===== config.mk =====
export PLATFORM = sky130hd
export DESIGN_NAME = pll_reset_sequencer
export DESIGN_NICKNAME = d
export VERILOG_FILES = /design/src/rtl/pll_reset_pkg.sv /design/src/rtl/sync_bit.sv /design/src/rtl/pll_reset_sequencer.sv
export SDC_FILE = /design/constraint.sdc
export NUM_CORES = 1
export LEC_CHECK = 0
export CELL_PAD_IN_SITES_DETAIL_PLACEMENT = 1
export CELL_PAD_IN_SITES_GLOBAL_PLACEMENT = 2
export CORE_ASPECT_RATIO = 0.7
export CORE_MARGIN = 4
export CORE_UTILIZATION = 38
export DETAILED_ROUTE_END_ITERATION = 6
export GPL_TIMING_DRIVEN = 0
export PLACE_DENSITY_LB_ADDON = 0.1
export SLEW_MARGIN = 20
export SYNTH_ARGS = -nofsm -noshare
export SYNTH_HDL_FRONTEND = slang
export SYNTH_SLANG_ARGS = --single-unit
export TNS_END_PERCENT = 100

===== constraint.sdc =====
create_clock -name clock -period 2.65 [get_ports clock]
set_input_delay 0.795 -clock clock [delete_from_list [all_inputs] [get_ports clock]]
set_output_delay 0.795 -clock clock [all_outputs]
set_load 0.01 [all_outputs]

===== src/rtl/pll_reset_pkg.sv =====
// Shared types and clock-plan constants for the PLL reset sequencer.
package pll_reset_pkg;

   typedef enum logic [1:0] {
      WAIT_LOCK = 2'd0,
      STABILIZE = 2'd1,
      RUN       = 2'd2,
      LOST      = 2'd3
   } pll_state_e;

   localparam int unsigned SYS_CLK_HZ       = 65536000;
   localparam int unsigned SAMPLE_HZ        = 8000;
   localparam int unsigned TICK_DIV_DEFAULT = SYS_CLK_HZ / SAMPLE_HZ;

endpackage


===== src/rtl/sync_bit.sv =====
// N-stage synchroniser for a single asynchronous bit; flops clear on reset.
module sync_bit #(
   parameter int unsigned STAGES = 2
) (
   input  logic clock,
   input  logic reset_n,
   input  logic d,
   output logic q
);

   logic [STAGES-1:0] sr;

   always_ff @(posedge clock or negedge reset_n) begin
      if (!reset_n) sr <= '0;
      else          sr <= {sr[STAGES-2:0], d};
   end

   assign q = sr[STAGES-1];

endmodule


===== src/rtl/pll_reset_sequencer.sv =====
// Lock qualification, system reset release and sample-rate strobe generation.
// Define PLL_RESET_SEQ_LOSS_CNT_EN to build the saturating lock-loss counter.
module pll_reset_sequencer
   import pll_reset_pkg::*;
#(
   parameter int unsigned SYNC_STAGES   = 2,
   parameter int unsigned STABLE_CYCLES = 65536,
   parameter int unsigned HOLD_CYCLES   = 16,
   parameter int unsigned TICK_DIV      = TICK_DIV_DEFAULT,
   parameter int unsigned CNT_W         = 8
) (
   input  logic             clock,
   input  logic             reset_n,
   input  logic             pll_locked,
   output logic             sys_reset_n,
   output logic             ready,
   output logic             sample_tick,
   output logic [CNT_W-1:0] lock_loss_count
);

   localparam int unsigned CNT_MAX = (STABLE_CYCLES > HOLD_CYCLES) ? STABLE_CYCLES : HOLD_CYCLES;
   localparam int unsigned CW      = $clog2(CNT_MAX + 1);
   localparam int unsigned DW      = $clog2(TICK_DIV);

   localparam logic [CW-1:0] STABLE_LAST = CW'(STABLE_CYCLES - 1);
   localparam logic [CW-1:0] HOLD_LAST   = CW'(HOLD_CYCLES - 1);
   localparam logic [DW-1:0] DIV_LAST    = DW'(TICK_DIV - 1);

   logic          locked_s;
   pll_state_e    state, state_nxt;
   logic [CW-1:0] cnt, cnt_nxt;
   logic [DW-1:0] div, div_nxt;
   logic          run_nxt, tick_nxt;

   sync_bit #(.STAGES(SYNC_STAGES)) u_lock_sync (
      .clock   (clock),
      .reset_n (reset_n),
      .d       (pll_locked),
      .q       (locked_s)
   );

   always_comb begin
      state_nxt = state;
      cnt_nxt   = '0;
      case (state)
         WAIT_LOCK: if (locked_s) state_nxt = STABILIZE;
         STABILIZE: begin
            if (!locked_s)               state_nxt = WAIT_LOCK;
            else if (cnt == STABLE_LAST) state_nxt = RUN;
            else                         cnt_nxt   = cnt + 1'b1;
         end
         RUN:       if (!locked_s) state_nxt = LOST;
         LOST: begin
            if (cnt == HOLD_LAST) state_nxt = WAIT_LOCK;
            else                  cnt_nxt   = cnt + 1'b1;
         end
         default:   state_nxt = WAIT_LOCK;
      endcase

      // Outputs are registered from the next state so they change on the
      // same edge the FSM does; the divider restarts on every RUN entry.
      run_nxt = (state_nxt == RUN);
      div_nxt = '0;
      if (run_nxt && state == RUN) div_nxt = (div == DIV_LAST) ? '0 : div + 1'b1;
      tick_nxt = run_nxt && (div_nxt == DIV_LAST);
   end

   always_ff @(posedge clock or negedge reset_n) begin
      if (!reset_n) begin
         state       <= WAIT_LOCK;
         cnt         <= '0;
         div         <= '0;
         sys_reset_n <= 1'b0;
         ready       <= 1'b0;
         sample_tick <= 1'b0;
      end else begin
         state       <= state_nxt;
         cnt         <= cnt_nxt;
         div         <= div_nxt;
         sys_reset_n <= run_nxt;
         ready       <= run_nxt;
         sample_tick <= tick_nxt;
      end
   end

`ifdef PLL_RESET_SEQ_LOSS_CNT_EN
   logic [CNT_W-1:0] loss_q;

   always_ff @(posedge clock or negedge reset_n) begin
      if (!reset_n)
         loss_q <= '0;
      else if (state == RUN && state_nxt == LOST && loss_q != '1)
         loss_q <= loss_q + 1'b1;
   end

   assign lock_loss_count = loss_q;
`else
   assign lock_loss_count = '0;
`endif

endmodule


==> flow_summary.toml, run 1 <==
[run_status]
status = "completed"

[clocking]
clk_latency_ns = 0.28
cts_setup_buffers = 0
cts_buffers = 5
clk_path_buf_depth = 2
clkSinkCount = 36
cts_hold_buf = 0
cts_tree = "yes"
cts_resized = 0
clk_pin_slew_ns = 0.07
cts_root_buf = "clkbuf_8"
ctsHtreeMaxLevel = 2

[yosys]
ys_seq_elements = 36
yosysUniqueCellTypes = 48
synth_edf_count = 0
ys_warn_count = 0
syn_area_per_cell_um2 = 9.92
ys.flop_type = "dfrtp_1"
synth_seq_area_share = 0.445
netlist_area_mm2 = 0.00202
syn-instance-count = 204
synthArstFlopShare = 1.00

[setup_path]
cp_slowest_stage_delay_ns = 0.45
crit_fanout = 10
slowest_stage = "nor3_1"
path_cells = "ha_1 > nand2_1 > nor3_1 > nand3_1 > inv_1 > ha_1 > or4_1 > buf_2 > buf_6 > a21oi_2"
timing_worst_setup_path_type = "reg -> reg"
worstSetupEndpointType = "flip-flop"
cp_data_arrival_time_ns = 2.62
cp.required_ns = 2.82
r2r_setup_slack_ns = 0.21
cpMostUsedCell = "ha_1"
cp-start-kind = "flip-flop"

[die]
dieHeight_um = 69.1
placementRows = 21
dieWidth_um = 95.2
core_area_mm2 = 0.00497
pin_count = 14
initial_core_util = 0.408
design.die.area_mm2 = 0.00658

[worst_hold_path]
hold_path_class = "reg -> reg"

[global_route]
grt_overflow = 0
grt_max_degree = 23
grt_pass1_wl_um = 8290
grt_pass1_vias = 1665
antenna_found_initial = 0
grt_usage = 0.162

[final_layout]
diodes = 0
layout.nets = 231
stdcell_count = 293
syn2layout_area_growth_pct = 13.9
drive_gt1_frac = 0.183
nFillCells = 567
layout_commonest_cell = "dfrtp_1"
final_util = 0.464
layout_common_cells = "dfrtp_1 (36), nand3_1 (14), nor2_1 (14)"

[timing]
setup_viol = 0
period_share = 0.923
post-route-min-period_ns = 2.44
rsz0062_at_grt = "no"
drv_slew = 0
final.setup_skew_ns = 0.00394
fmax_mhz = 409
setup_tns_ns = 0
whs_ns = 0.355
hold_violations = 0

[place]
portBuffers = 5
dp.cells = 286
gp_congestion = 0.904
dpl.hpwl_um = 3650

[routing]
drt-total-wl_um = 4760
drt-initial-drc-count = 63
ant_nets = 0
num_vias = 1587
drt_pass1_iterations = 4
post-route-drc-count = 0
avgRoutedWirePerCell_um = 16.2
vias_per_cell = 5.42

[power]
powerDensity_mw_per_mm2 = 442
power.leakage_uw = 0.000928
irDropWorstVdd_uv = 204
power_uw = 1020

[run]
drv_cap = 0
-- report_power, final --
part | total [µW] | switching (µW) | leakage [µW] | internal (µW)
logic | 46.1 | 27.6 | 0.000382 | 18.5
registers | 557 | 4.41 | 0.000495 | 553
clock network | 417 | 185 | 0.0000503 | 231
-- Yosys cell counts, types with 2 or more instances --
cell     instances  area share
dfrtp_1         36        0.44
nand3_1         14       0.035
nor2_1          14       0.026
xnor2_1         13       0.056
nand2_1         11       0.020
a21oi_1         10       0.025
a21oi_2         10       0.043
buf_4            9       0.033
inv_1            8       0.015
and3_1           7       0.022
nor4_1           7       0.022
xor2_1           7       0.030
nand4_1          5       0.015
nor3_1           5       0.012
o21ai_0          5       0.012
ha_1             4       0.025
buf_2            3      0.0074
a21o_1           2      0.0074
a31oi_1          2      0.0062
nor4b_1          2      0.0087
or3_1            2      0.0062
or4_1            2      0.0074
-- layer usage --
| layer | up-vias | part of all wire | track usage |
|---|---|---|---|
| met1 | 798 | 0.51 | 0.243 |
| met5 | - | 0 | 0 |
| met2 | 29 | 0.44 | 0.229 |
| met4 | 0 | 0.0074 | 0.0384 |
| li1 | 756 | - | - |
| met3 | 4 | 0.039 | 0.0435 |
-- state kept, by name, indices dropped and copies added, names as in the netlist --
| register | count |
|---|---|
| cnt | 17 |
| ready | 1 |
| state | 2 |
| sample_tick | 1 |
| u_lock_sync.sr | 2 |
| div | 13 |
-- cell type report --
type | count | area (µm²) | share of cell area
Inverter | 9 | 33.8 | 0.0147
Timing Repair Buffer | 6 | 72.6 | 0.0315
Buffer | 15 | 118 | 0.0510
Multi-Input combinational cell | 151 | 998 | 0.433
Clock buffer | 7 | 96.3 | 0.0418
Sequential cell | 36 | 901 | 0.391
Tap cell | 69 | 86.3 | 0.0374
-- metrics by stage --
stage          setup slack, ns  cell area [µm²]
2_1_floorplan            0.603             2050
3_3_place_gp           -0.0541             2190
3_5_place_dp             0.272             2210
4_1_cts                  0.245             2310
5_1_grt                 0.0149             2310
6_report                 0.205             2310
-- critical path, delay by kind of cell (launching register included) --
family / cells / cell delay (ns)
simple gates: 4 / 0.94
buf+inv: 3 / 0.48
fa+ha+maj: 2 / 0.44
flops: 1 / 0.40
compound gates: 1 / 0.07
-- logic make-up after synthesis --
group / Yosys count / synth area share
AOI/OAI and AO/OA: 41 / 0.153
xor gates and xnor gates: 20 / 0.0865
adders and majority gates: 4 / 0.0247
buffers and inverters: 24 / 0.0748
DFF: 36 / 0.445
other: 1 / 0.00185
and+or+nand+nor: 78 / 0.214
-- final timing paths --
path,startpoint,to,cells past startpoint
max,cnt[0],cnt[10],10
min,u_lock_sync.sr[0],u_lock_sync.sr[1],0
max reg2reg,cnt[0],cnt[10],10
min reg2reg,u_lock_sync.sr[0],u_lock_sync.sr[1],0
max in group asynchronous,reset_n,cnt[16],2
min in group asynchronous,reset_n,div[0],1
Note: power is estimated with default switching activity, not from simulation.
==> inputs of run 2 (changes only) <==
--- a/config.mk
+++ b/config.mk
@@ -7,12 +7,12 @@
 export LEC_CHECK = 0
 export CELL_PAD_IN_SITES_DETAIL_PLACEMENT = 1
 export CELL_PAD_IN_SITES_GLOBAL_PLACEMENT = 2
-export CORE_ASPECT_RATIO = 0.7
+export CORE_ASPECT_RATIO = 2
 export CORE_MARGIN = 4
 export CORE_UTILIZATION = 38
 export DETAILED_ROUTE_END_ITERATION = 6
 export GPL_TIMING_DRIVEN = 0
-export PLACE_DENSITY_LB_ADDON = 0.1
+export PLACE_DENSITY = 0.87
 export SLEW_MARGIN = 20
 export SYNTH_ARGS = -nofsm -noshare
 export SYNTH_HDL_FRONTEND = slang
==> run 2 against run 1 <==
- cell count fell by 3.4%
- utilization fell by 1.8 points
- die area rose by 0.79%
- global-route usage rose by 0.38 points
- sequential share of layout area rose by 0.21 points
- via count fell by 1.6%
- power fell by 1.8%
- first-iteration DRC count rose by 6.3%
- setup slack improved by 0.046 ns
- clock power fell by 5%
- critical path type unchanged
- critical endpoint is now cnt[4]
- largest power group unchanged
==> flow_summary.toml, run 2 (synthesis gave the netlist of run 1 again) <==
[power]
internal_power_uw = 779
power.leakage_uw = 0.000928
combPwrFrac = 0.046
powerDensity_mw_per_mm2 = 437
power_frac_seq = 0.556
switching_power_uw = 223
irDropWorstVdd_uv = 365
pwr-share-clk = 0.398
power.share.switching = 0.223

[clocking]
cts_tree = "yes"
clk_pin_slew_ns = 0.07
cts_setup_buffers = 0
ctsHtreeMaxLevel = 2
clk_path_buf_depth = 2
cts_buffers = 5
clk_latency_ns = 0.28
cts_root_buf = "clkbuf_8"
clkSinkCount = 36

[worst_hold_path]
min_path_cells = 0
holdCritStartpoint = "u_lock_sync.sr[0]"
hold_end = "u_lock_sync.sr[1]"
hold_path_class = "reg -> reg"

[final_layout]
stdcell_count = 283
drive_gt1_frac = 0.191
diodes = 0
layout_commonest_cell = "dfrtp_1"
layout.nets = 231
syn2layout_area_growth_pct = 13.3
regMostFlops = "cnt"
largest_reg_flops = 17
layout_common_cells = "dfrtp_1 (36), nand3_1 (14), nor2_1 (14)"
final_util = 0.446
reg_top3 = "cnt (17), div (13)"

[routing]
num_vias = 1561
ant_nets = 0
drt-initial-drc-count = 67
avgRoutedWirePerCell_um = 16.9
post-route-drc-count = 0
vias_per_cell = 5.52
drt_pass1_iterations = 4
drt-total-wl_um = 4780

[setup_path]
cp.required_ns = 2.86
r2r-start = "cnt[0]"
timing_worst_setup_path_type = "reg -> reg"
cp_top_family = "simple AND/OR/NAND/NOR gates"
crit_fanout = 10
worstSetupEndpointType = "flip-flop"
cp_data_arrival_time_ns = 2.61
slowest_stage = "dfrtp_1"
reg2regPathDepth = 10
path_depth = 10
path_cells = "ha_1 > nand2_1 > nor3_2 > nand3_1 > inv_1 > ha_1 > or4_1 > buf_2 > buf_6 > a21oi_2"
r2r_setup_slack_ns = 0.25
rr_endpoint = "cnt[4]"
cpMostUsedCell = "ha_1"
path_buf_inv = 3
cp-start-kind = "flip-flop"
cp_slowest_stage_delay_ns = 0.42

[timing]
rsz0062_at_grt = "no"
setup_viol = 0
whs_ns = 0.351
drv_slew = 0
period_share = 0.905
post-route-min-period_ns = 2.40
fmax_mhz = 417
final.setup_skew_ns = 0.00514
hold_violations = 0
fin_ws_ns = 0.251

[global_route]
grt_usage = 0.166
grt_pass1_wl_um = 8370
grt_max_degree = 24
grt_pass1_vias = 1721
antenna_found_initial = 0
grt_overflow = 0

[die]
dieWidth_um = 59.6
dieHeight_um = 111
core_area_mm2 = 0.00514
pin_count = 14
initial_core_util = 0.394
placementRows = 37
design.die.area_mm2 = 0.00663

[place]
portBuffers = 5
dpl.hpwl_um = 3670
dp_slack_ns = 0.145
dp.cells = 275
gp_congestion = 0.851

[run]
drv_cap = 0

[run_status]
status = "completed"
run 2: layer usage:
layer,wire length [µm],vias to the layer above,GRT usage
met2,2900,18,0.316
met1,1660,781,0.162
met3,105,6,0.0256
met4,116,0,0.0725
li1,-,756,-
met5,0,-,0
run 2: through the flow:
step | TNS, ns | power, µW | instance area (µm²)
finish | 0 | 1000 | 2290
global route | 0 | 1050 | 2290
CTS | 0 | 1020 | 2290
detailed placement | 0 | 615 | 2200
global placement | -3.72 | 610 | 2170
floorplan | 0 | 591 | 2050
run 2: power groups by stage:
stage / clock network (µW) / logic, µW / registers [µW]
final: 398 / 46.3 / 557
after global routing: 436 / 52.0 / 558
after CTS: 419 / 46.9 / 557
after detailed placement: 0 / 46.8 / 568
after global placement: 0 / 42.0 / 568
after floorplan: 0 / 24.6 / 567
run 2: worst max-delay path by stage:
stage | start | end | slack [ns]
floorplan | cnt[0] | cnt[0] | 0.60
global placement | reset_n | u_lock_sync.sr[0] | -0.11
detailed placement | cnt[0] | cnt[4] | 0.15
CTS | cnt[0] | cnt[4] | 0.12
global route | cnt[0] | cnt[4] | 0.1
finish | cnt[0] | cnt[4] | 0.25
run 2: what timing repair did:
item,4_1_cts,5_1_grt
endpoints found under the setup margin,0,5
resized for setup,0,1
hold buffers,0,0
run 2: layout make-up:
| class | instances | area (µm²) |
|---|---|---|
| Tap cell | 58 | 72.6 |
| Clock buffer | 6 | 82.6 |
| Buffer | 15 | 118 |
| Inverter | 9 | 33.8 |
| Timing Repair Buffer | 6 | 72.6 |
| Clock inverter | 2 | 10.0 |
| Fill cell | 588 | 2850 |
| Multi-Input combinational cell | 151 | 1000 |
| Sequential cell | 36 | 901 |
